==> src/rtl/regfile_arb_pkg.sv <==
// Shared types and constants for the register-file write/read port arbiter.
package regfile_arb_pkg;

    localparam int STATE_W = 2;

    typedef enum logic [STATE_W-1:0] {
        IDLE  = 2'd0,
        WRITE = 2'd1,
        READ  = 2'd2,
        RESP  = 2'd3
    } arb_state_t;

    localparam int unsigned WRITE_RSP_DATA = 0;

endpackage

==> src/rtl/regfile_arb_starve_cnt.sv <==
// Saturating count of cycles a pending debug write has lost the write port.
module regfile_arb_starve_cnt #(
    parameter int LIMIT = 8
) (
    input  logic                         clk,
    input  logic                         rst_n,
    input  logic                         clr,
    input  logic                         inc,
    output logic [$clog2(LIMIT+1)-1:0]   cnt
);

    localparam int W = $clog2(LIMIT + 1);

    function automatic logic [W-1:0] sat_inc(input logic [W-1:0] v);
        return (v == W'(LIMIT)) ? v : v + W'(1);
    endfunction

    always_ff @(posedge clk) begin
        if (!rst_n) begin
            cnt <= '0;
        end else if (clr) begin
            cnt <= '0;
        end else if (inc) begin
            cnt <= sat_inc(cnt);
        end
    end

endmodule

==> src/rtl/regfile_arbiter.sv <==
// Arbitrates the register-file write port and debug read port between core
// writeback and a debug requester. Optional starvation stall: REGFILE_ARB_STALL_EN.
module regfile_arbiter
    import regfile_arb_pkg::*;
#(
    parameter int DATA_WIDTH   = 32,
    parameter int ADDR_WIDTH   = 5,
    parameter int STARVE_LIMIT = 8
) (
    input  logic                  clk,
    input  logic                  rst_n,
    input  logic                  wb_en,
    input  logic [ADDR_WIDTH-1:0] wb_addr,
    input  logic [DATA_WIDTH-1:0] wb_data,
    input  logic                  dbg_req_valid,
    output logic                  dbg_req_ready,
    input  logic                  dbg_req_write,
    input  logic [ADDR_WIDTH-1:0] dbg_req_addr,
    input  logic [DATA_WIDTH-1:0] dbg_req_wdata,
    output logic                  dbg_rsp_valid,
    input  logic                  dbg_rsp_ready,
    output logic [DATA_WIDTH-1:0] dbg_rsp_rdata,
    output logic                  rf_wen,
    output logic [ADDR_WIDTH-1:0] rf_waddr,
    output logic [DATA_WIDTH-1:0] rf_wdata,
    output logic [ADDR_WIDTH-1:0] rf_raddr,
    input  logic [DATA_WIDTH-1:0] rf_rdata,
    output logic                  core_stall
);

    arb_state_t            state_q, state_d;
    logic [ADDR_WIDTH-1:0] addr_q, addr_d;
    logic [DATA_WIDTH-1:0] wdata_q, wdata_d;
    logic [DATA_WIDTH-1:0] rdata_q, rdata_d;
    logic                  cnt_clr, cnt_inc;
    logic                  wb_owns, dbg_owns;

`ifdef REGFILE_ARB_STALL_EN
    localparam int CNT_W = $clog2(STARVE_LIMIT + 1);
    logic [CNT_W-1:0] starve_cnt;

    regfile_arb_starve_cnt #(
        .LIMIT (STARVE_LIMIT)
    ) u_starve_cnt (
        .clk   (clk),
        .rst_n (rst_n),
        .clr   (cnt_clr),
        .inc   (cnt_inc),
        .cnt   (starve_cnt)
    );

    assign core_stall = rst_n && (state_q == WRITE) && (starve_cnt == CNT_W'(STARVE_LIMIT));
`else
    logic unused_starve;
    assign unused_starve = ^{cnt_clr, cnt_inc, (STARVE_LIMIT > 0)};
    assign core_stall    = 1'b0;
`endif

    // Writeback wins the port unless stalled; debug write only gets it otherwise.
    assign wb_owns  = wb_en && !core_stall;
    assign dbg_owns = rst_n && !wb_owns && (state_q == WRITE);

    assign rf_waddr = dbg_owns ? addr_q  : wb_addr;
    assign rf_wdata = dbg_owns ? wdata_q : wb_data;
    assign rf_wen   = (wb_owns || dbg_owns) && (rf_waddr != '0);
    assign rf_raddr = addr_q;

    assign dbg_req_ready = rst_n && (state_q == IDLE);
    assign dbg_rsp_valid = rst_n && (state_q == RESP);
    assign dbg_rsp_rdata = rst_n ? rdata_q : '0;

    always_comb begin
        state_d = state_q;
        addr_d  = addr_q;
        wdata_d = wdata_q;
        rdata_d = rdata_q;
        cnt_clr = 1'b0;
        cnt_inc = 1'b0;
        case (state_q)
            IDLE: begin
                if (dbg_req_valid) begin
                    addr_d  = dbg_req_addr;
                    wdata_d = dbg_req_wdata;
                    state_d = dbg_req_write ? WRITE : READ;
                end
            end
            WRITE: begin
                if (dbg_owns) begin
                    rdata_d = DATA_WIDTH'(WRITE_RSP_DATA);
                    state_d = RESP;
                end else begin
                    cnt_inc = 1'b1;
                end
            end
            READ: begin
                // Forward a same-cycle writeback so the debugger sees the newest value.
                if (addr_q == '0) begin
                    rdata_d = '0;
                end else if (wb_owns && (wb_addr == addr_q)) begin
                    rdata_d = wb_data;
                end else begin
                    rdata_d = rf_rdata;
                end
                state_d = RESP;
            end
            RESP: begin
                if (dbg_rsp_ready) begin
                    cnt_clr = 1'b1;
                    state_d = IDLE;
                end
            end
            default: state_d = IDLE;
        endcase
    end

    always_ff @(posedge clk) begin
        if (!rst_n) begin
            state_q <= IDLE;
            addr_q  <= '0;
            wdata_q <= '0;
            rdata_q <= '0;
        end else begin
            state_q <= state_d;
            addr_q  <= addr_d;
            wdata_q <= wdata_d;
            rdata_q <= rdata_d;
        end
    end

endmodule

==> config.mk <==
export PLATFORM = sky130hd
export DESIGN_NAME = regfile_arbiter
export DESIGN_NICKNAME = d
export VERILOG_FILES = /design/src/rtl/regfile_arb_pkg.sv /design/src/rtl/regfile_arb_starve_cnt.sv /design/src/rtl/regfile_arbiter.sv
export SDC_FILE = /design/constraint.sdc
export NUM_CORES = 1
export LEC_CHECK = 0
export CORE_ASPECT_RATIO = 0.75
export CORE_MARGIN = 3
export CORE_UTILIZATION = 35
export DETAILED_ROUTE_END_ITERATION = 7
export GPL_ROUTABILITY_DRIVEN = 0
export PLACE_DENSITY = 0.73
export SLEW_MARGIN = 20
export SYNTH_ARGS = -nofsm -noshare
export SYNTH_HDL_FRONTEND = slang
export SYNTH_SLANG_ARGS = --single-unit
export TNS_END_PERCENT = 50
==> constraint.sdc <==
create_clock -name clk -period 2.4 [get_ports clk]
set_input_delay 0.48 -clock clk [delete_from_list [all_inputs] [get_ports clk]]
set_output_delay 0.48 -clock clk [all_outputs]
set_load 0.005 [all_outputs]
; ---- Word-level counts from Yosys, hierarchy flattened
; Cells that the tools add are included.
[totals]
output_inout_bits = 78
regBits = 71
wordCells = 38
[classes]
mux = 12
eq_ne = 7
reduce_logical = 15
[ops]
columns = operator, n
row1 = two-way mux 32 bit, 5
row2 = one-hot mux 32 bit (2 select lines), 1
row3 = two-way mux 2 bit, 4
row4 = one-hot mux 2 bit (4 select lines), 1
row5 = logical AND 1 bit, 6
row6 = inequality test 2 bit (second input constant), 3
row7 = equality test 5 bit, 1
row8 = zero test 5 bit, 1
row9 = two-way mux 5 bit, 1
row10 = nonzero test 5 bit, 1
row11 = equality test 2 bit (second input constant), 2
row12 = AND reduction 2 bit, 2
row13 = AND reduction 3 bit, 1
row14 = equality test 2 x 1 -> 1 bit (second input constant), 1
row15 = zero test 2 bit, 1
row16 = nonzero test 2 bit, 1
row17 = zero test 1 bit, 1
row18 = logical OR 1 bit, 1

; ---- Depth between registers and ports, before layout
; Gate-level depths: netlist of run 1.
[depth]
depth_word = 6
ltp_mapped = 7

; ---- Worst setup path before layout of run 1
; Ideal clock, no wire load.
[synth_timing]
kind = register -> output
start = reg state_q[1]
end = out rf_wen
slack_ns = 0.381
t_arrival_ns = 1.539
path_stages_with_launch = 8
required_time_ns = 1.920
cell_sequence = dfxtp_1 -> inv_1 -> ha_1 -> nand3_1 -> buf_2 -> mux2_1 -> nor3_1 -> a22oi_1
[synth_between]
elab_chain_cells = 5
elab_cells_between_ends = 6
[synth_lines]
columns = element, line
row1 = start: declaration, regfile_arbiter.sv:31  ; arb_state_t state_q, state_d;
row2 = start signal: assignment, regfile_arbiter.sv:123  ; state_q <= state_d;
row3 = equality test 2 x 1 -> 1 bit, regfile_arbiter.sv:61  ; assign dbg_owns = rst_n && !wb_owns && (state_q == WRITE);
row4 = logical AND 1 bit, regfile_arbiter.sv:61
row5 = two-way mux 5 bit, regfile_arbiter.sv:63  ; assign rf_waddr = dbg_owns ? addr_q : wb_addr;
row6 = net rf_waddr[3], regfile_arbiter.sv:24  ; output logic [ADDR_WIDTH-1:0] rf_waddr,
row7 = nonzero test 5 bit, regfile_arbiter.sv:65  ; assign rf_wen = (wb_owns || dbg_owns) && (rf_waddr != '0);
row8 = logical AND 1 bit, regfile_arbiter.sv:65
row9 = end: declaration, regfile_arbiter.sv:23  ; output logic rf_wen,
; The timed path passes the listed nets, and every way through them passes these cells.

; ---- Final worst setup path of run 1
[layout_timing]
start = reg state_q[1]
end = out rf_wdata[15]
[layout_between]
elab_chain_cells = 3
[layout_lines]
columns = element, line
row1 = equality test 2 x 1 -> 1 bit, regfile_arbiter.sv:61
row2 = logical AND 1 bit, regfile_arbiter.sv:61
row3 = two-way mux 32 bit, regfile_arbiter.sv:64  ; assign rf_wdata = dbg_owns ? wdata_q : wb_data;
row4 = end: declaration, regfile_arbiter.sv:25  ; output logic [DATA_WIDTH-1:0] rf_wdata,
; Every way passes these cells.

==> metrics.md, run 1 <==
| Metric | Value |
|---|---|
| Status | `complete, no violations` |
| Synth-to-Final Area Change | `72.4%` |
| Metal3 WL | `1140 um` |
| Worst slew pin tran | `0.957 ns` |
| Reg-to-reg startpoint | `rf_raddr[1]$_SDFFE_PN0P_` |
| Hold Violations, Final | `0` |
| Max-Cap Viols | `0` |
| Initial antenna violation count | `0` |
| Register area | `1420 um^2` |
| Worst Path Max Fanout | `8` |
| Overall power | `4.30 mW` |
| Reg2Reg Depth | `3` |
| FP Rows | `30` |
| Top cell type's share of synthesized area | `40.7%` |
| Fin crit share | `98.8%` |
| Highest routed metal layer | `met4` |
| RSZ-0062 raised after global routing | `yes` |
| Post-Syn Instances | `416` |
| Dpl cells | `726` |
| Worst Hold Class | `reg2reg` |
| Synth cell count leaders | `nand2_1 (110), dfxtp_1 (71), a21oi_1 (37)` |
| Reg-to-Reg End | `rdata_q[11]$_SDFFE_PN0P_` |
| CTS Root Cell | `clkbuf_16` |
| Ant diodes | `0` |
| Final Util | `64.2%` |
| Setup WS post-layout | `0.0280 ns` |
| Nets | `737` |
| Hold Crit Depth | `2` |
| Sequential fraction of the synthesis area | `40.7%` |
| Clock H-tree levels | `3` |
| Die H | `92.5 um` |
| Number of global-route vias before repair | `3786` |
| First-pass GRT wire length | `19500 um` |
| Io pins | `190` |
| Synth Register Bits | `71` |
| Peak supply drop | `0.407 mV` |
| Synth area leader | `dfxtp_1` |
| CP arrival | `1.89 ns` |
| Total CTS buffers | `9` |
| Synth warn | `0` |
| Final setup TNS | `0 ns` |
| Largest net degree at the start of global routing | `38` |
| Flop-to-flop setup slack | `0.24 ns` |
| Worst Setup EP | `rf_wdata[15]` |
| Setup CP Type | `reg2out` |
| Longest Clk Path Bufs | `2` |
| F_max | `0.422 GHz` |
| Final instance area | `6020 um^2` |
| Die X | `121 um` |
| Total wire length | `12400 um` |
| Metal-1 WL | `5320 um` |
| Type of origin of the critical path | `flip-flop` |
| Clock share of power | `28.8%` |
| Multi-input gate area | `1850 um^2` |
| Hold_buf cts | `0` |
| Dpl ws | `-0.360 ns` |
| Logic pwr share | `37.1%` |
| CP endpoint kind | `primary output` |
| Sink Count | `71` |
| Worst Skew | `0.00856 ns` |
| Sequential share of power | `34.1%` |
| Layout cells sized above 1 | `17.8%` |
| Buffers on Ports | `188` |
| Synth Flop Type | `dfxtp_1` |
| Met2 wire len | `5760 um` |
| Cell Area, Synth | `3490 um^2` |
| Most frequent cell after synthesis | `nand2_1` |
| Pins Over Slew Limit | `0` |
| Routed vias | `3715` |
| Initial detailed-routing violation count | `185` |
| Static Leak | `2.59 nW` |
| Synth top area cells | `dfxtp_1 (41%), nand2_1 (12%), mux2_2 (11%)` |
| Worst slew margin | `36.2%` |
| DRC violations left | `0` |
| CTS tree | `done` |
| Drt via density | `4.93` |
| FILL cells | `798` |
| Net Sw Frac | `32.6%` |
| Req. time, crit path | `1.92 ns` |
| Tmin final | `2.37 ns` |
| Worst skew pair latency | `0.33 ns` |
| Starting Density | `37.2%` |
| Crit path launch | `state_q[1]$_SDFFE_PN0P_` |
| P_sw | `1.40 mW` |
| Syn_nets | `533` |
| Hold Worst Slack | `0.454 ns` |
| Reg clk slew, reported paths | `0.06 ns` |
| Global route overflow | `0` |
| Die footprint | `11200 um^2` |
| Pwr Density | `714 nW/um^2` |
| Final Setup Violations | `0` |
| Synth async-reset ratio | `0%` |
| Cell Int Power | `2.90 mW` |
| Non-filler cells, final | `753` |
| Mean post-synth cell area | `8.40 um^2` |
| HPWL after detailed placement | `8870 um` |
| Unique masters post-synth | `31` |
| EDFF count, synth | `0` |
| Wire length per cell | `16.5 um` |
| Placement Cell Area | `5630 um^2` |
| Final antenna-violating net count | `0` |
| Tot GR Track Use | `22.2%` |
| Detailed Routing Iterations Pass 1 | `4` |
| Core box area | `9380 um^2` |
worst max-delay path: stages (launching register included):
cell and delay [ns]:
dfxtp_2 0.32, inv_2 0.07, ha_4 0.15, nand3_4 0.10, buf_6 0.14, buf_4 0.13, buf_12 0.13, buf_4 0.13
mux2_2 0.26, buf_2 0.12
sequential cells by signal, indices dropped and copies added (netlist names):
name      cells
rdata_q      32
state_q       2
rf_raddr      5
wdata_q      32
cell usage in the layout (no fill, tap or decap), types with 4 or more instances in the layout:
master / instances
o22ai_1: 32
dfxtp_1: 69
a21oi_1: 37
mux2i_1: 32
buf_2: 13
ha_1: 4
buf_12: 7
xnor2_1: 4
inv_1: 35
dlygate4sd2_1: 21
clkbuf_16: 9
buf_4: 22
clkdlybuf4s50_1: 148
mux2_2: 33
nand2_1: 110
buf_6: 4
power by group through the flow:
| stage | clock network, mW | logic [mW] | registers, mW |
|---|---|---|---|
| finish | 1.24 | 1.59 | 1.47 |
| global route | 1.33 | 1.74 | 1.49 |
| CTS | 1.27 | 1.60 | 1.46 |
| detailed placement | 0 | 1.54 | 1.48 |
| global placement | 0 | 1.51 | 1.47 |
| floorplan | 0 | 0.756 | 1.45 |
cell families (layout without fill, tap and decap cells):
kind of cell    count (synthesis)  count (layout)  synth area share [%]
simple gates                  123             123                  14.2
compound gates                 75              75                  12.7
flops                          71              71                  40.7
mux                            69              69                  21.1
buf+inv                        67             276                  8.23
fa+ha+maj                       5               5                  1.79
xor+xnor                        5               5                  1.25
other cells                     1               1                 0.107
layout make-up:
class / count / share of cell area, %
Clock inverter: 6 / 0.748
Timing Repair Buffer: 222 / 36.0
Sequential cell: 71 / 23.6
Inverter: 38 / 2.37
Multi-Input combinational cell: 278 / 30.6
Tap cell: 128 / 2.66
Clock buffer: 10 / 3.97
metal layers:
metal,track usage [%],vias to the layer above
met5,0,-
met4,6.90,0
met3,7.02,17
met2,36.6,178
met1,27.6,1715
li1,-,1805
worst min-delay path by stage:
stage / slack, ns / startpoint / endpoint
floorplan: 0.43 / wdata_q[0]$_SDFFE_PN0P_ / wdata_q[0]$_SDFFE_PN0P_
global placement: 0.44 / wdata_q[7]$_SDFFE_PN0P_ / wdata_q[7]$_SDFFE_PN0P_
detailed placement: 0.45 / wdata_q[11]$_SDFFE_PN0P_ / wdata_q[11]$_SDFFE_PN0P_
CTS: 0.46 / wdata_q[11]$_SDFFE_PN0P_ / wdata_q[11]$_SDFFE_PN0P_
global route: 0.47 / wdata_q[4]$_SDFFE_PN0P_ / wdata_q[4]$_SDFFE_PN0P_
finish: 0.45 / wdata_q[5]$_SDFFE_PN0P_ / wdata_q[5]$_SDFFE_PN0P_
what timing repair did:
item / CTS / global route
setup buffers: 9 / 1
resized for setup: 93 / 9
gates cloned: 2 / 0
setup endpoints to repair: 38 / 24
(Power assumes the default switching activity.)
==> inputs of run 2 (changes only) <==
--- a/config.mk
+++ b/config.mk
@@ -5,12 +5,13 @@
 export SDC_FILE = /design/constraint.sdc
 export NUM_CORES = 1
 export LEC_CHECK = 0
-export CORE_ASPECT_RATIO = 0.75
 export CORE_MARGIN = 3
 export CORE_UTILIZATION = 35
 export DETAILED_ROUTE_END_ITERATION = 7
 export GPL_ROUTABILITY_DRIVEN = 0
 export PLACE_DENSITY = 0.73
+export RECOVER_POWER = 100
+export SETUP_SLACK_MARGIN = 0.2
 export SLEW_MARGIN = 20
 export SYNTH_ARGS = -nofsm -noshare
 export SYNTH_HDL_FRONTEND = slang
==> run 2 against run 1 <==
Clock power decreased by 34%. Die area fell by 0.11%. Worst hold slack improved by 0.0040 ns. Setup slack improved by 0.024 ns. Sequential power is essentially flat.
==> metrics.md, run 2 (synthesis results as in run 1) <==
| Metric | Value |
|---|---|
| Pwr Density | `648 nW/um^2 (was 714 nW/um^2)` |
| Worst Skew | `0.00861 ns (was 0.00856 ns)` |
| Worst Path Max Fanout | `8 (unchanged)` |
| FP Rows | `35 (was 30)` |
| Drt via density | `4.90 (was 4.93)` |
| Non-filler cells, final | `761 (was 753)` |
| Initial detailed-routing violation count | `133 (was 185)` |
| Commonest non-fill, non-tap cell in the layout | `clkdlybuf4s50_1 (unchanged)` |
| Final Setup Violations | `0 (unchanged)` |
| Type of origin of the critical path | `flip-flop (unchanged)` |
| Clock share of power | `20.6% (was 28.8%)` |
| Req. time, crit path | `1.92 ns (about the same)` |
| Hold Worst Slack | `0.458 ns (was 0.454 ns)` |
| Sink Count | `71 (unchanged)` |
| Tot GR Track Use | `21.5% (was 22.2%)` |
| Register area | `1430 um^2 (was 1420 um^2)` |
| Setup CP Type | `reg2out (unchanged)` |
| Total wire length | `12800 um (was 12400 um)` |
| CTS Root Cell | `clkbuf_8 (was clkbuf_16)` |
| Io pins | `190 (unchanged)` |
| Dpl cells | `724 (was 726)` |
| Static Leak | `2.69 nW (was 2.59 nW)` |
| Clock H-tree levels | `3 (unchanged)` |
| CP endpoint kind | `primary output (unchanged)` |
| Routed vias | `3727 (was 3715)` |
| Die footprint | `11200 um^2 (about the same)` |
| HPWL after detailed placement | `8810 um (was 8870 um)` |
| Nets | `745 (was 737)` |
| Pins Over Slew Limit | `0 (unchanged)` |
| Initial antenna violation count | `0 (unchanged)` |
| Layout cells sized above 1 | `24.7% (was 17.8%)` |
| Status | `complete, no violations (unchanged)` |
| CP max stage cell | `dfxtp_2 (unchanged)` |
| Cell chain of the critical path | `inv_2, ha_4, nand3_4, buf_12, buf_4, buf_6, buf_12, mux2_4, buf_6 (was inv_2, ha_4, nand3_4, buf_6, buf_4, buf_12, buf_4, mux2_2, buf_2)` |
| Core box area | `9460 um^2 (was 9380 um^2)` |
| Total CTS buffers | `9 (unchanged)` |
| Die X | `106 um (was 121 um)` |
| Max-Cap Viols | `0 (unchanged)` |
| Cell Int Power | `2.62 mW (was 2.90 mW)` |
| Most frequent cells in the layout | `clkdlybuf4s50_1 (142), nand2_1 (110), dfxtp_1 (69) (was clkdlybuf4s50_1 (148), nand2_1 (110), dfxtp_1 (69))` |
| DRC violations left | `0 (unchanged)` |
| Worst slew pin tran | `1.15 ns (was 0.957 ns)` |
| Worst Hold Class | `reg2reg (unchanged)` |
| Wire length per cell | `16.8 um (was 16.5 um)` |
| Net Sw Frac | `34.6% (was 32.6%)` |
| Final antenna-violating net count | `0 (unchanged)` |
| Logic pwr share | `42.8% (was 37.1%)` |
| Worst skew pair latency | `0.33 ns (about the same)` |
| Sequential share of power | `36.6% (was 34.1%)` |
| Hold_buf cts | `0 (unchanged)` |
| Starting Density | `36.9% (was 37.2%)` |
| Max incr delay on CP | `0.32 ns (about the same)` |
| Global route overflow | `0 (unchanged)` |
| Buffers on Ports | `188 (unchanged)` |
| Worst slew margin | `23.5% (was 36.2%)` |
| Synth-to-Final Area Change | `77.0% (was 72.4%)` |
| Die H | `106 um (was 92.5 um)` |
| Fin crit share | `97.8% (was 98.8%)` |
| Hold Violations, Final | `0 (unchanged)` |
| CP arrival | `1.87 ns (was 1.89 ns)` |
| First-pass GRT wire length | `19400 um (was 19500 um)` |
| Ant diodes | `0 (unchanged)` |
| P_sw | `1.39 mW (was 1.40 mW)` |
| Multi-input gate area | `2020 um^2 (was 1850 um^2)` |
| CTS tree | `done (unchanged)` |
| F_max | `0.426 GHz (was 0.422 GHz)` |
| Tmin final | `2.35 ns (was 2.37 ns)` |
| Detailed Routing Iterations Pass 1 | `5 (was 4)` |
| Longest Clk Path Bufs | `2 (unchanged)` |
| Peak supply drop | `0.345 mV (was 0.407 mV)` |
| Largest net degree at the start of global routing | `38 (unchanged)` |
| Number of global-route vias before repair | `3802 (was 3786)` |
| FILL cells | `795 (was 798)` |
| RSZ-0062 raised after global routing | `yes (unchanged)` |
| Reg clk slew, reported paths | `0.08 ns (was 0.06 ns)` |
[run 2: per-stage QoR]
stage                     instance area (um^2)  util [%]  worst slack [ns]  setup TNS [ns]  power, mW
after CTS                                 5960      63.0            0.0452               0       3.92
after global placement                    5590      59.1            -0.346          -10.01       2.93
after detailed placement                  5590      59.1            -0.382          -10.45       2.97
after floorplan                           3490         -             0.381               0       2.21
final                                     6180      65.4            0.0517               0       4.01
after global routing                      6180      65.4           -0.0395         -0.0495       4.24
[run 2: path summary, 6_finish.rpt]
kind,from,endpoint,slack (ns),cells after the start
max,state_q[1]$_SDFFE_PN0P_,rf_wdata[7],0.05,9
min,wdata_q[27]$_SDFFE_PN0P_,wdata_q[27]$_SDFFE_PN0P_,0.46,2
max reg2reg,rf_raddr[0]$_SDFFE_PN0P_,rdata_q[15]$_SDFFE_PN0P_,0.16,3
min reg2reg,wdata_q[27]$_SDFFE_PN0P_,wdata_q[27]$_SDFFE_PN0P_,0.46,2
[run 2: critical path: cells and delay by family (launching register included)]
| kind | cells | cell delay [ns] |
|---|---|---|
| fa+ha+maj | 1 | 0.14 |
| buf+inv | 6 | 0.68 |
| flops | 1 | 0.32 |
| mux | 1 | 0.30 |
| simple gates | 1 | 0.09 |
[run 2: area by class of cell]
cell class	count	share of cell area, %
Timing Repair Buffer	230	36.7
Clock inverter	4	0.364
Tap cell	129	2.61
Inverter	38	2.31
Sequential cell	71	23.1
Multi-Input combinational cell	278	32.7
Clock buffer	11	2.29
[run 2: power groups by stage]
stage,Sequential [mW],Combinational [mW],Clock [mW]
3_5_place_dp,1.48,1.49,0
2_1_floorplan,1.45,0.756,0
5_1_grt,1.49,1.86,0.894
3_3_place_gp,1.48,1.45,0
6_report,1.47,1.71,0.824
4_1_cts,1.46,1.61,0.839
[run 2: routing by layer]
layer / GRT usage (%) / part of all wire, % / up-vias
li1: - / - / 1818
met1: 25.0 / 40 / 1754
met2: 39.1 / 52 / 136
met3: 4.80 / 6.3 / 19
met4: 7.03 / 2.1 / 0
met5: 0 / 0 / -
[run 2: what timing repair did]
item                       CTS  global route
gates cloned                 3             0
pin swaps                    2            29
buffers inserted            16             3
setup endpoints to repair   47            96
gates resized for setup    162            57
==> inputs of run 3 (changes only) <==
--- a/config.mk
+++ b/config.mk
@@ -12,7 +12,6 @@
 export PLACE_DENSITY = 0.73
 export RECOVER_POWER = 100
 export SETUP_SLACK_MARGIN = 0.2
-export SLEW_MARGIN = 20
 export SYNTH_ARGS = -nofsm -noshare
 export SYNTH_HDL_FRONTEND = slang
 export SYNTH_SLANG_ARGS = --single-unit
==> results of run 3 <==
The final DEF is identical to that of run 2; final timing and power are the same.
